`src/rtl/apb_pkg.sv`:
```
// Shared definitions for the APB completer register file.
package apb_pkg;

  localparam int APB_WIDTH = 32;

  localparam logic [3:0] APB_NO_SLAVE = 4'd0;

  typedef enum logic [1:0] {
    SLV_IDLE   = 2'd0,
    SLV_ACCESS = 2'd1
  } apb_slv_state_t;

  // Flags a byte address that is misaligned or whose word index falls outside
  // the register file. Any set upper address bit pushes the index out of range.
  function automatic logic apb_addr_err(input logic [63:0] addr, input int unsigned depth);
    return (addr[1:0] != 2'b00) || ((addr >> 2) >= 64'(depth));
  endfunction

endpackage

```
`src/rtl/apb_slv_regs.sv`:
```
// Word-addressed storage for the APB completer. Word 0 is a constant ID.
// Writes are synchronous; the read port registers the addressed word at capture.
module apb_slv_regs
  import apb_pkg::*;
#(
  parameter int               WIDTH    = APB_WIDTH,
  parameter int               DEPTH    = 16,
  parameter logic [WIDTH-1:0] ID_VALUE = 32'hA9B0_0001,
  localparam int              IDX_W    = $clog2(DEPTH)
) (
  input  logic             pclk,
  input  logic             preset,
  input  logic             wr_en,
  input  logic [IDX_W-1:0] wr_idx,
  input  logic [WIDTH-1:0] wr_data,
  input  logic             rd_en,
  input  logic [IDX_W-1:0] rd_idx,
  output logic [WIDTH-1:0] rd_data
);

  logic [WIDTH-1:0] mem [DEPTH];

  // Storage update: clear on reset, full-word writes to words 1..DEPTH-1, registered read with ID mux.
  always_ff @(posedge pclk) begin
    if (preset) begin
      for (int i = 0; i < DEPTH; i++) begin
        mem[i] <= '0;
      end
      rd_data <= '0;
    end else begin
      if (wr_en && (wr_idx != '0)) begin
        mem[wr_idx] <= wr_data;
      end
      if (rd_en) begin
        rd_data <= (rd_idx == '0) ? ID_VALUE : mem[rd_idx];
      end
    end
  end

endmodule

```
`src/rtl/apb_slave_regfile.sv`:
```
// APB completer: decodes the encoded slave select, runs the SETUP/ACCESS
// handshake with a fixed number of wait states, and fronts apb_slv_regs.
module apb_slave_regfile
  import apb_pkg::*;
#(
  parameter int               WIDTH       = APB_WIDTH,
  parameter int               DEPTH       = 16,
  parameter int               SLV_ID      = 1,
  parameter int               WAIT_CYCLES = 0,
  parameter logic [WIDTH-1:0] ID_VALUE    = 32'hA9B0_0001
) (
  input  logic             pclk,
  input  logic             preset,
  input  logic [WIDTH-1:0] paddr,
  input  logic [WIDTH-1:0] pwdata,
  input  logic [3:0]       pselx,
  input  logic             penable,
  input  logic             pwrite,
  output logic             pready,
  output logic [WIDTH-1:0] prdata,
  output logic             pslverr
);

  localparam int IDX_W = $clog2(DEPTH);

  apb_slv_state_t   state, next_state;
  logic [3:0]       wcnt;
  logic             err_q;
  logic             pwrite_q;
  logic [IDX_W-1:0] idx_q;
  logic [WIDTH-1:0] wdata_q;
  logic [WIDTH-1:0] rd_q;

  logic             sel;
  logic             setup_err;
  logic             load;
  logic             dec;
  logic             commit;

  assign sel = (pselx == 4'(SLV_ID)) && (pselx != APB_NO_SLAVE);

  assign setup_err = apb_addr_err(64'(paddr), DEPTH) ||
                     (pwrite && (paddr[WIDTH-1:2] == '0));

  // Next-state and handshake decode: capture on SETUP, count waits, complete or abort in ACCESS.
  always_comb begin
    next_state = state;
    load       = 1'b0;
    dec        = 1'b0;
    commit     = 1'b0;
    pready     = 1'b0;
    case (state)
      SLV_IDLE: begin
        if (sel && !penable) begin
          load       = 1'b1;
          next_state = SLV_ACCESS;
        end
      end
      SLV_ACCESS: begin
        if (sel && penable) begin
          if (wcnt != 4'd0) begin
            dec = 1'b1;
          end else begin
            pready     = 1'b1;
            commit     = pwrite_q && !err_q;
            next_state = SLV_IDLE;
          end
        end else begin
          next_state = SLV_IDLE;
        end
      end
      default: begin
        next_state = SLV_IDLE;
      end
    endcase
  end

  // State register plus holding registers loaded in SETUP and the wait counter.
  always_ff @(posedge pclk) begin
    if (preset) begin
      state    <= SLV_IDLE;
      wcnt     <= 4'd0;
      err_q    <= 1'b0;
      pwrite_q <= 1'b0;
      idx_q    <= '0;
      wdata_q  <= '0;
    end else begin
      state <= next_state;
      if (load) begin
        idx_q    <= paddr[IDX_W+1:2];
        pwrite_q <= pwrite;
        wdata_q  <= pwdata;
        wcnt     <= 4'(WAIT_CYCLES);
        err_q    <= setup_err;
      end else if (dec) begin
        wcnt <= wcnt - 4'd1;
      end
    end
  end

  apb_slv_regs #(
    .WIDTH    (WIDTH),
    .DEPTH    (DEPTH),
    .ID_VALUE (ID_VALUE)
  ) u_regs (
    .pclk    (pclk),
    .preset  (preset),
    .wr_en   (commit),
    .wr_idx  (idx_q),
    .wr_data (wdata_q),
    .rd_en   (load && !pwrite),
    .rd_idx  (paddr[IDX_W+1:2]),
    .rd_data (rd_q)
  );

  assign pslverr = pready && err_q;
  assign prdata  = (pready && !pwrite_q && !err_q) ? rd_q : '0;

endmodule

```
`config.mk`:
```
export PLATFORM = sky130hd
export DESIGN_NAME = apb_slave_regfile
export DESIGN_NICKNAME = d
export VERILOG_FILES = /design/src/rtl/apb_pkg.sv /design/src/rtl/apb_slv_regs.sv /design/src/rtl/apb_slave_regfile.sv
export SDC_FILE = /design/constraint.sdc
export NUM_CORES = 1
export LEC_CHECK = 0
export CAP_MARGIN = 30
export CORE_MARGIN = 2
export CORE_UTILIZATION = 55
export DETAILED_ROUTE_END_ITERATION = 16
export PLACE_DENSITY_LB_ADDON = 0.05
export SLEW_MARGIN = 20
export SYNTH_ARGS = -nofsm -noshare
export SYNTH_HDL_FRONTEND = slang
export SYNTH_SLANG_ARGS = --single-unit
```
`constraint.sdc`:
```
create_clock -name pclk -period 7 [get_ports pclk]
set_clock_uncertainty 0.2 [all_clocks]
set_input_delay 1.4 -clock pclk [delete_from_list [all_inputs] [get_ports pclk]]
set_output_delay 1.4 -clock pclk [all_outputs]
set_load 0.05 [all_outputs]
```
==> qor.txt <==
Outcome - finished clean
Hold Buf Count CTS - 0
Hold path startpoint - u_regs.rd_data[13]
Starting density of the core - 55.60%
Asr flop ratio synth - 0%
Crit-path max FO - 18
H-tree levels - 2
Clk_lat worst skew - 630 ps
Largest net degree at the start of global routing - 91
Crit path buf inv count - 3
Relative slew slack - 34.99%
Routed len/inst - 25.34 µm
Setup-failing EPs final - 0
Clock-pin slew on the worst setup and hold paths - 60 ps
First-pass GRT wire length - 97,390 µm
CP arrival - 4550 ps
CP peak stage delay - 820 ps
Most frequent cell after synthesis - edfxtp_1
# diodes - 0
Compound-Gate Fraction of Synth Area - 3.006%
Hold Vio Cnt, Final - 0
Largest family of logic cells by synthesized area - multiplexers
CTS Buffer Depth - 3
Leakage power - 9.358 nW
Synth top area share - 61.06%
Synth Area in Adders - 0.09938%
Simple logic cell fraction of the synthesized area - 12.94%
Post-layout nets - 1,997
ANT nets after route - 0
DIE WIDTH - 218.0 µm
Hold crit path type - flip-flop to flip-flop
Setup Fix Bufs, Post-CTS - 0
DRC Markers - 0
IO Port Bufs - 105
DR pass1 iterations - 5
Crit path launch type - input port
Core Util, Final - 63.62%
FP Rows - 78
CP top delay family - buffers and inverters
Critical path origin - pselx[1]
Mapped cell area - 25,180 µm²
WP data required - 5400 ps
Top cells by area, synth - edfxtp_1, mux4_2, nor2_1
Post-detailed-routing wire length - 65,230 µm
Period Utilization, post-route - 87.85%
Worst setup margin - 850.6 ps
RSZ-0062 raised after global routing - no
Cells after Synth - 1,820
Crit-path cells - clkdlybuf4s50_1 -> nor4b_4 -> nand4_1 -> nor2_4 -> buf_4 -> and2_1 -> clkdlybuf4s50_1
Total placed instance area - 26,800 µm²
Initial drt markers - 1,493
Post-synth EDFFs - 512
Final Cell Area - 28,810 µm²
Max Cap Viol - 0
VDD IR-drop max - 190.4 µV
Count of pins over their slew limit - 0
Tightest Pin Transition - 966.2 ps
Pre-CTS setup slack - 840.7 ps
Vias/cell - 5.986
CP Class - input port to output pin
Vias in the first global route - 15,900
Total gr overflow - 0
Commonest cells in the netlist - edfxtp_1, nor2_1, nand2_1
Post-layout min period - 6149 ps
Layout cells sized above 1 - 15.86%
Clock Tree Root - clkbuf_16
CP max stage cell - clkdlybuf4s50_1
YS warnings - 0
F_max - 162.6 MHz
Primary FF master, synth - edfxtp_1
Reg-to-reg startpoint - wcnt[0]
Area growth from synthesis to layout - 14.43%
Gpl congestion - 0.7602
GRT Overall Usage - 28.26%
Vias post-DR - 15,410
Die H - 218.0 µm
Total chip power - 7.533 mW
Mean area per synthesized cell - 13.83 µm²
CP Capture Type - output pin
I/O pin total - 106
Post-Synth XOR/XNOR Area - 0.1044%
Die footprint - 47,510 µm²
CORE AREA - 45,280 µm²
CTS sink count - 587
DP Wirelength - 35,890 µm
Register bit total from synthesis - 587
Critical path's most frequent cell - clkdlybuf4s50_1
CTS tree - done
Yosys top cell by area - edfxtp_1
Initial antenna violation count - 1
Post-synthesis mux area share - 13.75%
Post-synthesis sequential area ratio - 67.02%
Resize count post-CTS - 0
Netlist cell types - 47
Cts bufs inserted - 60
Setup_tns - 0 ps
Total power per unit cell area - 261.5 nW/µm²
## final timing paths
check	to	slack (ps)	cells past startpoint
worst max-delay path	prdata[25]	850	7
worst min-delay path	u_regs.rd_data[13]	290	2
worst max register to register	u_regs.mem[6][28]	3380	7
worst min register to register	u_regs.rd_data[13]	290	2
## per-layer routing
layer | vias to the layer above | global-route usage (%) | wire (µm)
li1 | 6813 | - | -
met1 | 7801 | 37.13 | 25320
met2 | 654 | 47.66 | 32410
met3 | 140 | 4.017 | 5002
met4 | 0 | 11.70 | 2501
met5 | - | 0 | 0
## placed cells by master (no fill, tap or decap), drive strengths merged, types with 3 or more instances in the layout
cell type and n:
a211oi 9, nor3 8, nand4 6, a21oi 38, buf 42, nor2b 10, and2 34, dfxtp 75
a22oi 24, nand3 3, conb 32, a21o 15, mux4 128, bufinv 4, clkbuf 90, nor2 495
clkinv 19, mux2 24, nand2 201, inv 5, clkdlybuf4s50 101, a2111oi 9, edfxtp 512, mux2i 31
nor4 13, o21ai 24
## logic make-up after synthesis
logic type      after synthesis
mux                         183
simple gates                786
other cells                   1
fa+ha+maj                     2
xor+xnor                      3
buf+inv                     138
compound gates              120
flops                       587
## cell type report
type / count / area, µm²
Clock buffer: 89 / 1733
Clock inverter: 24 / 227.7
Fill cell: 3448 / 16470
Inverter: 4 / 15.01
Multi-Input combinational cell: 1126 / 7727
Sequential cell: 587 / 16880
Tap cell: 600 / 750.7
Timing Repair Buffer: 144 / 1481
## flip-flops by register name, indices dropped and copies added (netlist names)
register,flops
u_regs.rd_data,32
state,1
u_regs.mem,512
err_q,1
idx_q,4
wdata_q,32
wcnt,4
pwrite_q,1
## per-stage QoR
stage	cells	hold slack, ps
final	2574	287.6
after floorplan	1851	251.1
after global routing	2574	318.2
after detailed placement	2459	273.2
after global placement	2454	267.3
after CTS	2572	287.3
## worst register-to-register path, stage by stage, from the launching register on
cell and delay (ps):
dfxtp_1 330, inv_1 90, ha_1 160, nor3b_1 310, nand4_1 320, nor4_1 600, a21o_2 840, buf_4 430
## where the power goes
part | switching, mW | internal, mW | total [mW]
logic | 0.226 | 0.181 | 0.407
clock network | 1.33 | 1.85 | 3.19
registers | 0.0333 | 3.91 | 3.94
total | 1.59 | 5.94 | 7.53
Power figures use the tool's default switching activity.
==> patch, RTL diff (config.mk and constraints unchanged) <==
Put a register stage on the output `pslverr`. The value now appears one clock later. The other outputs are not delayed to match.
--- a/src/rtl/apb_slave_regfile.sv
+++ b/src/rtl/apb_slave_regfile.sv
@@ -115,3 +115,5 @@
 
-  assign pslverr = pready && err_q;
+  always_ff @(posedge pclk) begin
+    pslverr <= pready && err_q;
+  end
   assign prdata  = (pready && !pwrite_q && !err_q) ? rd_q : '0;
Function: not settled (the Yosys comparison gave no result); the edit may change what the design does.
==> patch against the unedited design <==
Sequential cell count up 1; sequential share of layout area increased by 0.28 points; cell count about the same; wire length is 0.50% lower; first-iteration DRC count up 4.0%; setup slack better by 7.8 ps; cell area is 0.36% lower; worst hold slack lost 5.3 ps; total power down 1.9%; core utilization is 0.23 points lower; area after synthesis is essentially flat; largest power group unchanged.
==> patch: results (changes against the unedited design) <==
Run status
  – Status: finished, final reports clean (unchanged)

Logic synthesis
  – Share of synthesized area spent on multiplexers: 0.1374 (was 0.1375)
  – Synth Area in Compound Gates: 0.03004 (was 0.03006)
  – Sequential area share after synthesis: 0.6705 (was 0.6702)
  – Post-synth top cells: edfxtp_1, nor2_1, nand2_1, mux4_2, dfxtp_1 (unchanged)

Global routing
  – Met2 GRT Util: 0.4862 (was 0.4766)
  – Tot GR Track Use: 0.2806 (was 0.2826)
  – Largest net degree at the start of global routing: 105 (was 91)
  – Met1 usage: 0.3663 (was 0.3713)

Finish
  – Fill cells: 3506 (was 3448)
  – Final instance area: 0.02871 mm² (was 0.02881 mm²)
  – Buffering overhead: 0.05043 (was 0.05142)
  – Seq_cells: 588 (was 587)
  – Final Net Count: 1996 (was 1997)
  – Sequential fraction of total cell area: 0.5886 (was 0.5857)
  – Signal buffers: 143 (was 144)
  – Post-Layout Cell Count: 2572 (was 2574)

Power and ir drop
  – Leakage: 0.009316 µW (was 0.009358 µW)
  – Clock group: 3040 µW (was 3190 µW)
  – Peak VDD IR: 0.1917 mV (was 0.1904 mV)
  – Sequential Power Share: 0.534 (was 0.523)
  – Internal power: 5819 µW (was 5942 µW)

Place
  – Dpl ws: 849.4 ps (was 840.7 ps)
  – HPWL after DPL: 35.61 mm (was 35.89 mm)

Routing
  – Metal1 wirelength: 25.58 mm (was 25.32 mm)
  – 1st-iter DRT viols: 1553 (was 1493)

Setup path
  – Worst Setup EP: prdata[12] (was prdata[25])
  – RR Endpoint: u_regs.mem[6][6]$_SDFFCE_PN0P_ (was u_regs.mem[6][28]$_SDFFCE_PN0P_)
patch: cell count changes after synthesis:
| cell | change |
|---|---|
| dfxtp_1 | +1 |
patch: worst min path at each step:
stage / from / end / slack (ps) / cells after the start
finish: u_regs.rd_data[17]$_SDFFE_PP0P_ / u_regs.rd_data[17]$_SDFFE_PP0P_ / 280 / 2
global route: u_regs.rd_data[1]$_SDFFE_PP0P_ / u_regs.rd_data[1]$_SDFFE_PP0P_ / 320 / 2
CTS: u_regs.rd_data[17]$_SDFFE_PP0P_ / u_regs.rd_data[17]$_SDFFE_PP0P_ / 290 / 2
detailed placement: u_regs.rd_data[17]$_SDFFE_PP0P_ / u_regs.rd_data[17]$_SDFFE_PP0P_ / 280 / 2
global placement: u_regs.rd_data[4]$_SDFFE_PP0P_ / u_regs.rd_data[4]$_SDFFE_PP0P_ / 270 / 2
floorplan: u_regs.rd_data[1]$_SDFFE_PP0P_ / u_regs.rd_data[1]$_SDFFE_PP0P_ / 250 / 2
